<file path="src/rtl/break_value_unit.sv">
// rtl/break_value_unit.sv - multi-candidate WalkSAT break-value engine
//
// Purpose:
//   Latches one break-clause mask per candidate variable, popcounts every mask
//   CHUNK_WIDTH bits per cycle, then picks the minimum-break candidate (lowest
//   index on ties) and flags the zero-break (freebie) case.
//
// Ports:
//   clk            system clock
//   reset          synchronous, active-high reset
//   start_i        request strobe, taken only while ready_o=1
//   clause_i       flattened masks, candidate k at [k*NUM_CLAUSES +: NUM_CLAUSES]
//   ack_i          consumer acknowledge, honoured only while valid_o=1
//   ready_o        high in IDLE
//   valid_o        high in DONE
//   break_values_o per-candidate break values, flattened like clause_i
//   min_break_o    minimum break value
//   min_idx_o      index of the minimum-break candidate
//   zero_break_o   min_break_o == 0

module break_value_unit #(
  parameter int NUM_CLAUSES      = 20,
  parameter int NUM_CANDIDATES   = 3,
  parameter int CHUNK_WIDTH      = 8,
  parameter int NUM_CLAUSES_BITS = 5,
  parameter int CAND_BITS        = 2
) (
  input  logic                                       clk,
  input  logic                                       reset,
  input  logic                                       start_i,
  input  logic [NUM_CANDIDATES*NUM_CLAUSES-1:0]      clause_i,
  input  logic                                       ack_i,
  output logic                                       ready_o,
  output logic                                       valid_o,
  output logic [NUM_CANDIDATES*NUM_CLAUSES_BITS-1:0] break_values_o,
  output logic [NUM_CLAUSES_BITS-1:0]                min_break_o,
  output logic [CAND_BITS-1:0]                       min_idx_o,
  output logic                                       zero_break_o
);

  localparam int NUM_CHUNKS     = (NUM_CLAUSES + CHUNK_WIDTH - 1) / CHUNK_WIDTH;
  // Masks are stored zero-padded to a whole number of chunks.
  localparam int PAD_WIDTH      = NUM_CHUNKS * CHUNK_WIDTH;
  localparam int CHUNK_CNT_BITS = (NUM_CHUNKS > 1) ? $clog2(NUM_CHUNKS) : 1;

  typedef enum logic [1:0] {
    IDLE   = 2'd0,
    COUNT  = 2'd1,
    SELECT = 2'd2,
    DONE   = 2'd3
  } state_t;

  state_t state_q;
  state_t state_d;

  logic [NUM_CANDIDATES-1:0][PAD_WIDTH-1:0]        mask_q;
  logic [NUM_CANDIDATES-1:0][NUM_CLAUSES_BITS-1:0] acc_q;
  logic [NUM_CANDIDATES-1:0][NUM_CLAUSES_BITS-1:0] chunk_count;
  logic [CHUNK_CNT_BITS-1:0]                       chunk_q;
  logic                                            last_chunk;

  logic [NUM_CANDIDATES*NUM_CLAUSES_BITS-1:0] break_values_q;
  logic [NUM_CLAUSES_BITS-1:0]                min_break_q;
  logic [CAND_BITS-1:0]                       min_idx_q;
  logic                                       zero_break_q;

  logic [NUM_CLAUSES_BITS-1:0] scan_min;
  logic [CAND_BITS-1:0]        scan_idx;

  function automatic logic [NUM_CLAUSES_BITS-1:0] popcount(
    input logic [CHUNK_WIDTH-1:0] v
  );
    logic [NUM_CLAUSES_BITS-1:0] cnt;
    cnt = '0;
    for (int i = 0; i < CHUNK_WIDTH; i++) begin
      cnt = cnt + NUM_CLAUSES_BITS'(v[i]);
    end
    return cnt;
  endfunction

  assign last_chunk = (chunk_q == CHUNK_CNT_BITS'(NUM_CHUNKS - 1));

  // The mask register shifts down one chunk per COUNT cycle, so the chunk
  // being counted is always the low CHUNK_WIDTH bits.
  always_comb begin
    chunk_count = '0;
    for (int k = 0; k < NUM_CANDIDATES; k++) begin
      chunk_count[k] = popcount(mask_q[k][CHUNK_WIDTH-1:0]);
    end
  end

  // Strict less-than keeps the earliest candidate on ties.
  always_comb begin
    scan_min = acc_q[0];
    scan_idx = '0;
    for (int k = 1; k < NUM_CANDIDATES; k++) begin
      if (acc_q[k] < scan_min) begin
        scan_min = acc_q[k];
        scan_idx = CAND_BITS'(k);
      end
    end
  end

  always_ff @(posedge clk) begin
    if (reset) begin
      state_q <= IDLE;
    end else begin
      state_q <= state_d;
    end
  end

  always_comb begin
    state_d = state_q;
    ready_o = 1'b0;
    valid_o = 1'b0;
    case (state_q)
      IDLE: begin
        ready_o = 1'b1;
        if (start_i) begin
          state_d = COUNT;
        end
      end
      COUNT: begin
        if (last_chunk) begin
          state_d = SELECT;
        end
      end
      SELECT: begin
        state_d = DONE;
      end
      DONE: begin
        valid_o = 1'b1;
        if (ack_i) begin
          state_d = IDLE;
        end
      end
      default: begin
        state_d = IDLE;
      end
    endcase
  end

  always_ff @(posedge clk) begin
    if (reset) begin
      mask_q         <= '0;
      acc_q          <= '0;
      chunk_q        <= '0;
      break_values_q <= '0;
      min_break_q    <= '0;
      min_idx_q      <= '0;
      zero_break_q   <= 1'b0;
    end else begin
      case (state_q)
        IDLE: begin
          if (start_i) begin
            for (int k = 0; k < NUM_CANDIDATES; k++) begin
              mask_q[k] <= PAD_WIDTH'(clause_i[k*NUM_CLAUSES +: NUM_CLAUSES]);
            end
            acc_q   <= '0;
            chunk_q <= '0;
          end
        end
        COUNT: begin
          for (int k = 0; k < NUM_CANDIDATES; k++) begin
            acc_q[k]  <= acc_q[k] + chunk_count[k];
            mask_q[k] <= mask_q[k] >> CHUNK_WIDTH;
          end
          chunk_q <= chunk_q + CHUNK_CNT_BITS'(1);
        end
        SELECT: begin
          for (int k = 0; k < NUM_CANDIDATES; k++) begin
            break_values_q[k*NUM_CLAUSES_BITS +: NUM_CLAUSES_BITS] <= acc_q[k];
          end
          min_break_q  <= scan_min;
          min_idx_q    <= scan_idx;
          zero_break_q <= (scan_min == '0);
        end
        default: begin
          // DONE: results hold until the next SELECT.
        end
      endcase
    end
  end

  assign break_values_o = break_values_q;
  assign min_break_o    = min_break_q;
  assign min_idx_o      = min_idx_q;
  assign zero_break_o   = zero_break_q;

endmodule

</file>
<file path="config.mk">
export PLATFORM = sky130hd
export DESIGN_NAME = break_value_unit
export DESIGN_NICKNAME = d
export VERILOG_FILES = /design/src/rtl/break_value_unit.sv
export SDC_FILE = /design/constraint.sdc
export NUM_CORES = 1
export LEC_CHECK = 0
export ABC_AREA = 0
export ABC_CLOCK_PERIOD_IN_PS = 3600
export BUFFER_PORTS_ARGS = -buffer_cell sky130_fd_sc_hd__buf_4
export CORE_MARGIN = 2
export CORE_UTILIZATION = 44
export CTS_BUF_LIST = sky130_fd_sc_hd__clkbuf_8
export DETAILED_ROUTE_END_ITERATION = 16
export PLACE_DENSITY = 0.64
export SETUP_SLACK_MARGIN = 0.5
export SYNTH_ARGS = -nofsm -noshare
export SYNTH_HDL_FRONTEND = slang
export SYNTH_SLANG_ARGS = --single-unit
export TNS_END_PERCENT = 50
</file>
<file path="constraint.sdc">
create_clock -name clk -period 3.6 [get_ports clk]
set_clock_uncertainty 0.05 [all_clocks]
set_input_delay 0.36 -clock clk [delete_from_list [all_inputs] [get_ports clk]]
set_output_delay 0.36 -clock clk [all_outputs]
set_load 0.005 [all_outputs]
</file>
==> results of run 1 <==
==> registers in the layout (all words and copies together), names as in the netlist <==
name / count
min_idx_o: 2
acc_q: 15
break_values_o: 15
min_break_o: 5
mask_q: 60
chunk_q: 2
zero_break_o: 1
state_q: 2
==> critical path, cell delays in order (launching register included) <==
cell and delay [ns]:
dfxtp_1 0.34, fa_1 0.53, inv_1 0.05, fa_1 0.49
fa_1 0.43, fa_2 0.37, fa_2 0.36, nor2b_1 0.12
o21a_1 0.11, o21ai_0 0.08, xnor2_1 0.21, nor3_1 0.06
==> layout by cell type (no fill, tap or decap), types with 3 or more instances in the layout <==
cell type,instances
dfxtp_2,3
buf_4,101
o22ai_1,38
nor3_1,24
xnor2_1,6
o211ai_1,6
nand3_2,3
and2_1,4
a21o_1,4
fa_2,5
dfxtp_1,97
o21a_1,4
nor2_2,3
ha_1,28
inv_6,3
a21oi_1,16
o21ai_1,4
nand2_1,11
a211oi_1,17
a31oi_1,4
a22oi_1,30
fa_1,10
a211o_1,4
mux2i_1,16
clkbuf_8,10
inv_1,42
nor2_1,90
==> path summary, 6_finish.rpt <==
check / to / from / slack [ns] / depth (start not counted)
max: acc_q[4] / mask_q[0] / 0.28 / 11
min: mask_q[43] / clause_i[39] / 0.18 / 3
min reg2reg: min_break_o[0] / min_break_o[0] / 0.43 / 2
max reg2reg: acc_q[4] / mask_q[0] / 0.28 / 11
==> power breakdown <==
group          total [mW]  leakage (nW)  switching [mW]  internal, mW
registers            1.62         0.836           0.179          1.44
clock network       0.691        0.0935           0.415         0.276
logic                2.68          1.65            1.52          1.16
total                4.99          2.58            2.11          2.88
==> stage by stage <==
| stage | power (mW) | setup WS [ns] | util, % |
|---|---|---|---|
| after floorplan | 3.54 | 0.434 | - |
| after global placement | 4.06 | 0.302 | 52.0 |
| after global routing | 5.45 | 0.141 | 55.2 |
| after CTS | 4.89 | 0.287 | 53.9 |
| final | 4.99 | 0.281 | 55.2 |
| after detailed placement | 4.15 | 0.140 | 52.0 |
==> cell families (layout without fill, tap and decap cells) <==
group | after synthesis | in the layout
multiplexers | 16 | 16
XOR/XNOR | 9 | 9
AND/OR/NAND/NOR | 147 | 147
adder cells (fa/ha/maj) | 46 | 46
AO/OA/AOI/OAI | 146 | 147
flip-flops | 102 | 102
buffers and inverters | 77 | 161
==> repair_timing <==
item,in CTS,in global routing
resized for setup,10,27
pin swaps,0,7
setup buffers,1,4
endpoints found under the hold margin,0,0
gates cloned,0,1
setup endpoints to repair,16,18
==> layer usage <==
metal | vias up | share of wire (%) | GRT usage (%)
li1 | 2079 | - | -
met1 | 1977 | 44 | 24.6
met2 | 97 | 49 | 34.0
met3 | 18 | 5.0 | 3.59
met4 | 0 | 1.9 | 8.48
met5 | - | 0 | 0
==> final cells by class <==
class | count | area (um^2) | area share [%]
multi-input combinational | 365 | 2700 | 44.7
timing repair buffer | 102 | 769 | 12.7
inverter | 43 | 161 | 2.67
clock inverter | 6 | 43.8 | 0.725
tap | 140 | 175 | 2.90
sequential | 102 | 2050 | 34.0
clock buffer | 10 | 138 | 2.28
==> results.md, run 1 <==
- Worst Setup Start Kind: flop
- Most common cell in the synthesized netlist: dfxtp_1
- TritonCTS Sinks: about 100
- Antenna fix cells: 0
- Syn Nets: approximately 650
- Netlist cell types: between 40 and 50
- Final Hold Viols: 0
- Post-Synth Adder-Cell Area: roughly 14%
- # DRC: 0
- Commonest cells in the netlist: dfxtp_1, nor2_1, inv_1, o22ai_1
- Number of synthesized flops with an enable pin: 0
- First-pass GRT wire length: 19.1 mm
- Post-Place Cells: between 700 and 800
- RePlAce Congestion: 0.901
- Worst setup EP type: flop
- Mapped Area: roughly 5000 um^2
- Hold crit path type: input pin to flop
- Fin crit share: between 90% and 100%
- Final Non-Filler Cells: between 700 and 800
- Tmin final: roughly 3.3 ns
- Slew margin rel.: 23.2%
- Outcome: finished, final reports clean
- Chip height: about 110 um
- Multiplexer area fraction after synthesis: 3.23%
- Top FF cell, synth: dfxtp_1
- Max Buffers Root-to-Sink: 2
- Fillcell total: 1,017
- CTS H-tree depth: 3
- Grt total ovfl: 0
- Hold-fix buffers at CTS: 0
- Ys Warns: 0
- GRT Util Overall: between 15 and 20%
- Rows: 38
- Starting density of the core: between 40% and 50%
- # IOs: 89
- Layout cells sized above 1: 24.5%
- Final setup viols: 0
- Area Overhead vs Synth: 21.9%
- Post-Synthesis Cells: about 540
- Die area: around 12,000 um^2
- Total core area: 10,900 um^2
- Antenna violations before repair: 0
- DRT Pass-1 Iters: 4
- Worst skew pair latency: roughly 0.37 ns
- Sequential element share of the synthesized area: approximately two fifths
- Largest family of logic cells by synthesized area: compound AO/OA/AOI/OAI gates
- Final Cell Area: just over 6000 um^2
- Num CTS Buffers: 9
- Post-DP HPWL: a little over 8 mm
- Crit path kind: flop to flop
- Synthesized flop and latch total: about 100
- Routed len/inst: 15.5 um
- Initial drt markers: 164
- Setup TNS: 0 ns
- Min Hold Slack: 0.182 ns
- Top cells by area, synth: dfxtp_1, ha_1, nor2_1
- Antenna Nets Post-Route: 0
- TritonCTS clock tree: built
- Worst-path fanout max: 2
- Crit path required time: between 3 and 4 ns
- Pwr/cell area: a little over 800 nW/um^2
- Worst-Margin Slew: between 1 and 1.5 ns
- Leakage: 2.58 nW
- Placed cell area: roughly 5700 um^2
- Wire length after detailed routing: 11.9 mm
- Highest Clock Rate: 301 MHz
- Crit path DAT: around 3.5 ns
- Largest area contributor in the netlist: dfxtp_1
- Simple-gate area share of the yosys netlist: 12.8%
- Post-synthesis xor/xnor area fraction: about 1.6%
- Routed vias: 4,171
- Post-synthesis compound-gate area fraction: between 20% and 30%
- CTS clk-pin slew, worst paths: ~0.11 ns
- Async set or reset register ratio after synthesis: 0%
- Max Slew Vio Count: 0
- Pin count of the biggest net entering global routing: 71
- Syn Area/Cell: between 9 and 10 um^2
- DR vias/cell: around 5.4
- Clock Tree Root: clkbuf_8
- Final nets: approximately 730
- Post-synth top area share: 41.2%
- Chip width: around 110 um
- Max Cap Viol: 0
- Vias in the first global route: between 4,000 and 5,000
- Peak VDD IR: ~0.00035 V
- RSZ-0062 raised after global routing: yes
- PortBufs: between 80 and 90
No activity file was read; power rests on OpenSTA's default activity.
==> run 2, diff against run 1 <==
--- a/config.mk
+++ b/config.mk
@@ -8,6 +8,7 @@
 export ABC_AREA = 0
 export ABC_CLOCK_PERIOD_IN_PS = 3600
 export BUFFER_PORTS_ARGS = -buffer_cell sky130_fd_sc_hd__buf_4
+export CORE_ASPECT_RATIO = 2
 export CORE_MARGIN = 2
 export CORE_UTILIZATION = 44
 export CTS_BUF_LIST = sky130_fd_sc_hd__clkbuf_8
==> results.md, run 2 (synthesis gave the netlist of run 1 again) <==
- Commonest non-fill, non-tap cell in the layout: buf_4
- First-pass GRT wire length: 20.8 mm (+8.8%)
- Clock Power Share: 15.1% (+1.2 points)
- Crit-path max cell delay: 0.54 ns (about the same)
- Worst setup EP type: flop
- Chip height: 154 um (+40%)
- DRT Pass-1 Iters: 4 (unchanged)
- Max Slew Vio Count: 0 (unchanged)
- Worst path bufs/invs: 1 (unchanged)
- Int Pwr: 3.10 mW (+7.7%)
- Largest Register: mask_q
- Register Area: 2050 um^2 (-0.12%)
- CP top delay family: adder cells
- Final Hold Viols: 0 (unchanged)
- Switching Share: 41.6% (-0.68 points)
- Worst path cell trace: fa_1 -> inv_1 -> fa_1 -> fa_1 -> fa_2 -> fa_2 -> nor2b_1 -> o21a_1 -> o21ai_0 -> xnor2_1 -> nor3_1
- Pwr/cell area: 862 nW/um^2 (+4.5%)
- Wire length after detailed routing: 13.0 mm (+8.9%)
- Antenna fix cells: 0 (unchanged)
- Die area: 12,200 um^2 (+0.43%)
- Area Overhead vs Synth: 24.2%
- # DRC: 0 (unchanged)
- Routed wl met2: 7.21 mm (+23%)
- Initial drt markers: 230 (+40%)
- Final Cell Area: 6150 um^2 (+1.9%)
- Max Buffers Root-to-Sink: 2 (unchanged)
- # IOs: 89 (unchanged)
- Rows: 54 (+42%)
- Logic gate share of total power: 54.2% (+0.5 points)
- TritonCTS Sinks: 102 (unchanged)
- Max reg flops: 60 (unchanged)
- Hold crit path type: input pin to flop
- Max Cap Viol: 0 (unchanged)
- Crit path kind: flop to flop
- Vias in the first global route: 4,445 (+7.5%)
- Tmin final: 3.40 ns (+0.0853 ns)
- Outcome: finished, final reports clean
- Grt total ovfl: 0 (unchanged)
- RePlAce Congestion: 0.868 (-3.7%)
- CTS H-tree depth: 3 (unchanged)
- Met1 wire length: 4.82 mm (-7.7%)
- Switching pwr: 2.21 mW (+4.7%)
- Starting density of the core: 45.3% (about the same)
- CP most frequent cell: fa_1
- Crit path required time: 3.77 ns (-0.02 ns)
- RSZ-0062 raised after global routing: yes
- Antenna Nets Post-Route: 0 (unchanged)
- Commonest cells after routing, fill and taps aside: buf_4, dfxtp_1, nor2_1
- CP max stage cell: fa_1
- Leakage: 2.62 nW (+1.7%)
- Reg power frac: 30.7% (-1.7 points)
- Fillcell total: 1,048 (+3.0%)
- Highest Clock Rate: 294 MHz (-2.5%)
- Peak VDD IR: 0.000417 V (+19%)
- Footprint of the multi-input gates: 2740 um^2 (+1.4%)
- Clock Tree Root: clkbuf_8
- Final setup viols: 0 (unchanged)
- Placed cell area: 5710 um^2 (+0.46%)
- Total core area: 10,900 um^2 (about the same)
- Routed vias: 4,295 (+3.0%)
- Layout cells sized above 1: 26.4% (+1.9 points)
- Final nets: 738 (+0.68%)
- Worst-path fanout max: 2 (unchanged)
- Crit path DAT: 3.57 ns (+0.06 ns)
- Tot Pwr: 5.31 mW (+6.4%)
- Pin count of the biggest net entering global routing: 77 (+8.5%)
- Top sig layer: met4
- TritonCTS clock tree: built
- GRT Util Overall: 21.6% (+1.8 points)
- DR vias/cell: 5.56 (+2.3%)
- Met3 WL: 433 um (-26%)
- Setup TNS: 0 ns (unchanged)
- Worst skew pair latency: 0.36 ns (about the same)
- Routed len/inst: 16.8 um (+8.2%)
- Worst Setup Start Kind: flop
- PortBufs: 88 (unchanged)
- Worst-Margin Slew: 0.964 ns (-0.187 ns)
- CTS clk-pin slew, worst paths: 0.09 ns (-0.02 ns)
- Chip width: 79.0 um (-28%)
- Fin crit share: 94.6% (+2.4 points)
- Num CTS Buffers: 9 (unchanged)
- Antenna violations before repair: 0 (unchanged)
- Slew margin rel.: 35.7% (+13 points)
- Post-DP HPWL: 9.40 mm (+13%)
run 2: changes by cell type in the layout (fill, tap and decap cells not counted), sizes merged:
cell / previous run / this run
buf: 102 / 107
bufinv: 0 / 2
clkinv: 2 / 3
clkinvlp: 1 / 0
inv: 46 / 44
run 2: through the flow:
stage | util, % | hold slack [ns] | cells | setup slack, ns
after floorplan | - | 0.405 | 543 | 0.434
after global placement | 52.2 | 0.399 | 750 | 0.196
after detailed placement | 52.2 | 0.409 | 750 | 0.181
after CTS | 54.4 | 0.177 | 766 | 0.155
after global routing | 56.2 | 0.176 | 773 | 0.0659
final | 56.2 | 0.186 | 773 | 0.196
run 2: timing repair:
action / in CTS / in global routing
hold buffers: 0 / 0
endpoints found under the hold margin: 0 / 0
endpoints found under the setup margin: 17 / 20
buffers inserted: 0 / 6
cloned: 0 / 1
gates resized for setup: 6 / 40
pin swaps: 0 / 10
run 2: worst paths after layout:
| kind | from | end | slack, ns | depth (start not counted) |
|---|---|---|---|---|
| setup / recovery | mask_q[0] | acc_q[4] | 0.20 | 11 |
| hold / removal | clause_i[33] | mask_q[37] | 0.19 | 3 |
| setup reg to reg | mask_q[0] | acc_q[4] | 0.20 | 11 |
| hold reg to reg | min_break_o[0] | min_break_o[0] | 0.42 | 2 |
run 2: routing by layer:
metal	track usage, %	vias to the layer above
li1	-	2087
met1	22.7	2067
met2	39.9	108
met3	4.17	33
met4	10.8	0
met5	0	-
run 2: area by class of cell:
| cell class | count | area share, % |
|---|---|---|
| multi-input cells | 365 | 44.5 |
| well taps | 140 | 2.85 |
| clock buffers | 10 | 2.24 |
| clock inverters | 6 | 1.40 |
| repair buffers | 107 | 13.1 |
| inverters | 43 | 2.62 |
| flip-flops and latches | 102 | 33.3 |
run 2: power groups by stage:
stage          Clock [mW]  Sequential [mW]  Combinational [mW]
2_1_floorplan           0             1.60                1.94
3_3_place_gp            0             1.64                2.55
3_5_place_dp            0             1.65                2.62
4_1_cts             0.815             1.63                2.67
5_1_grt             0.872             1.67                3.25
6_report            0.801             1.63                2.88
run 2: worst min-delay path, stage by stage:
cell	delay, ns
buf_4	0.08
a22oi_1	0.06
nor2_1	0.07
==> run 3, diff against run 2 <==
--- a/config.mk
+++ b/config.mk
@@ -10,10 +10,10 @@
 export BUFFER_PORTS_ARGS = -buffer_cell sky130_fd_sc_hd__buf_4
 export CORE_ASPECT_RATIO = 2
 export CORE_MARGIN = 2
-export CORE_UTILIZATION = 44
+export CORE_UTILIZATION = 32
 export CTS_BUF_LIST = sky130_fd_sc_hd__clkbuf_8
 export DETAILED_ROUTE_END_ITERATION = 16
-export PLACE_DENSITY = 0.64
+export PLACE_DENSITY = 0.5
 export SETUP_SLACK_MARGIN = 0.5
 export SYNTH_ARGS = -nofsm -noshare
 export SYNTH_HDL_FRONTEND = slang
==> results.md, run 3 (synthesis gave the netlist of run 1 again) <==
- Outcome: finished, final reports clean
- Hold crit path type: input pin to flop
- Routed len/inst: 16.5 um (-1.6%)
- Area Overhead vs Synth: 25.9%
- Total core area: 15,200 um^2 (+39%)
- Post-DP HPWL: 10.2 mm (+8.9%)
- TritonCTS clock tree: built
- Pin count of the biggest net entering global routing: 73 (-5.2%)
- Max Cap Viol: 0 (unchanged)
- Routed wl met2: 7.61 mm (+5.6%)
- Grt total ovfl: 0 (unchanged)
- R2r endpoint: acc_q[14]
- Layout cells sized above 1: 26.4% (+0.042 points)
- Number of cells on the worst reg-to-reg path: 12 (+1)
- DR vias/cell: 5.14 (-7.5%)
- Antenna fix cells: 0 (unchanged)
- Setup TNS: 0 ns (unchanged)
- Max Buffers Root-to-Sink: 2 (unchanged)
- Initial drt markers: 201 (-13%)
- Worst-path fanout max: 2 (unchanged)
- Commonest non-fill, non-tap cell in the layout: buf_4
- Fillcell total: 1,574 (+50%)
- Final nets: 737 (-0.14%)
- Max Slew Vio Count: 0 (unchanged)
- DRT Pass-1 Iters: 5 (+1)
- RSZ-0062 raised after global routing: yes
- Rows: 64 (+19%)
- Vias in the first global route: 4,242 (-4.6%)
- Highest Clock Rate: 295 MHz (+0.33%)
- Pwr/cell area: 841 nW/um^2 (-2.4%)
- Starting density of the core: 32.6% (-13 points)
- Fin crit share: 94.2% (-0.32 points)
- CTS clk-pin slew, worst paths: 0.13 ns (+0.04 ns)
- Antenna Nets Post-Route: 0 (unchanged)
- Commonest cells after routing, fill and taps aside: buf_4, dfxtp_1, nor2_1
- Max reg flops: 60 (unchanged)
- Final setup viols: 0 (unchanged)
- Crit path DAT: 3.65 ns (+0.08 ns)
- Largest Register: mask_q
- Worst Setup Start Kind: flop
- Leakage: 2.62 nW (about the same)
- Peak VDD IR: 0.000318 V (-24%)
- Die area: 16,600 um^2 (+36%)
- Hold endpoint: mask_q[40]
- First-pass GRT wire length: 21.5 mm (+3.7%)
- Met1 wire length: 5.19 mm (+7.5%)
- # DRC: 0 (unchanged)
- Chip width: 92.0 um (+16%)
- Slew margin rel.: 29.3% (-6.4 points)
- Worst-Margin Slew: 1.06 ns (+0.0959 ns)
- Wire length after detailed routing: 13.7 mm (+5.7%)
- Dpl ws: 0.199 ns (+0.0181 ns)
- Worst skew pair latency: 0.38 ns (+0.02 ns)
- Final worst slack: 0.207 ns (+0.0114 ns)
- Final Hold Viols: 0 (unchanged)
- PortBufs: 88 (unchanged)
- Crit path kind: flop to flop
- Num CTS Buffers: 9 (unchanged)
- Worst setup EP type: flop
- Tmin final: 3.39 ns (-0.0114 ns)
- RR Startpoint: mask_q[51]
- Routed vias: 4,264 (-0.72%)
- Worst Hold Path Cells: 3 (unchanged)
- R2R setup slack: 0.21 ns (about the same)
- GRT Util Overall: 16.3% (-5.4 points)
- Chip height: 180 um (+17%)
- Top sig layer: met4
- CTS H-tree depth: 3 (unchanged)
- TritonCTS Sinks: 102 (unchanged)
- Antenna violations before repair: 0 (unchanged)
- Clock Tree Root: clkbuf_8
- Crit path required time: 3.86 ns (+0.09 ns)
- Hold Crit Start: clause_i[36]
- RePlAce Congestion: 0.848 (-2.3%)
- Met3 WL: 421 um (-2.8%)
- # IOs: 89 (unchanged)
==> run 3: cell count changes in the layout (fill, tap and decap cells not counted), sizes merged <==
cell,change
buf,-1
inv,+3
bufinv,-2
clkbuf,-1
==> run 3: layout make-up <==
cell class	instances	area [um^2]	area share [%]
Clock buffer	9	124	1.99
Clock inverter	7	93.8	1.50
Inverter	43	161	2.59
Multi-Input combinational cell	365	2770	44.3
Sequential cell	102	2050	32.9
Tap cell	198	248	3.97
Timing Repair Buffer	106	796	12.8
==> run 3: how the worst max path moves through the flow <==
| stage | from | to | slack [ns] | cells past startpoint |
|---|---|---|---|---|
| floorplan | mask_q[24] | acc_q[9] | 0.43 | 11 |
| global placement | acc_q[1] | min_break_o[1] | 0.25 | 13 |
| detailed placement | acc_q[1] | min_break_o[4] | 0.20 | 13 |
| CTS | mask_q[0] | acc_q[4] | 0.22 | 11 |
| global route | mask_q[0] | acc_q[4] | 0.05 | 11 |
| finish | mask_q[51] | acc_q[14] | 0.21 | 12 |
==> run 3: where the power goes <==
| part | total, mW | internal (mW) | switching, mW |
|---|---|---|---|
| clock network | 0.768 | 0.289 | 0.479 |
| registers | 1.62 | 1.44 | 0.185 |
| logic | 2.86 | 1.23 | 1.63 |
| total | 5.25 | 2.96 | 2.29 |
==> run 3: through the flow <==
step | hold slack [ns] | area, um^2 | total power, mW | util (%) | cells
floorplan | 0.405 | 4960 | 3.54 | - | 543
global placement | 0.410 | 5800 | 4.22 | 38.1 | 809
detailed placement | 0.410 | 5800 | 4.30 | 38.1 | 809
CTS | 0.152 | 6030 | 5.10 | 39.6 | 825
global route | 0.142 | 6240 | 5.74 | 41.0 | 830
finish | 0.169 | 6240 | 5.25 | 41.0 | 830
==> run 3: per-layer routing <==
metal | track usage [%] | vias up
met5 | 0 | -
met4 | 7.10 | 0
met3 | 2.01 | 27
met2 | 31.3 | 112
met1 | 17.3 | 2030
li1 | - | 2095
==> run 3: critical path, cell delays in order (launching register included) <==
cell	delay [ns]
dfxtp_2	0.35
fa_1	0.54
inv_2	0.04
fa_1	0.50
fa_1	0.55
fa_2	0.22
inv_2	0.05
fa_2	0.36
a21o_1	0.20
a21oi_2	0.11
nor2_1	0.05
xnor2_1	0.15
nor3_1	0.16
==> run 3: repair_timing <==
item                                    4_1_cts  5_1_grt
endpoints found under the setup margin       17       19
gates resized for setup                       9       40
pin swaps                                     0       16
hold buffers                                  0        0
buffers inserted                              0        4
gates cloned                                  0        1
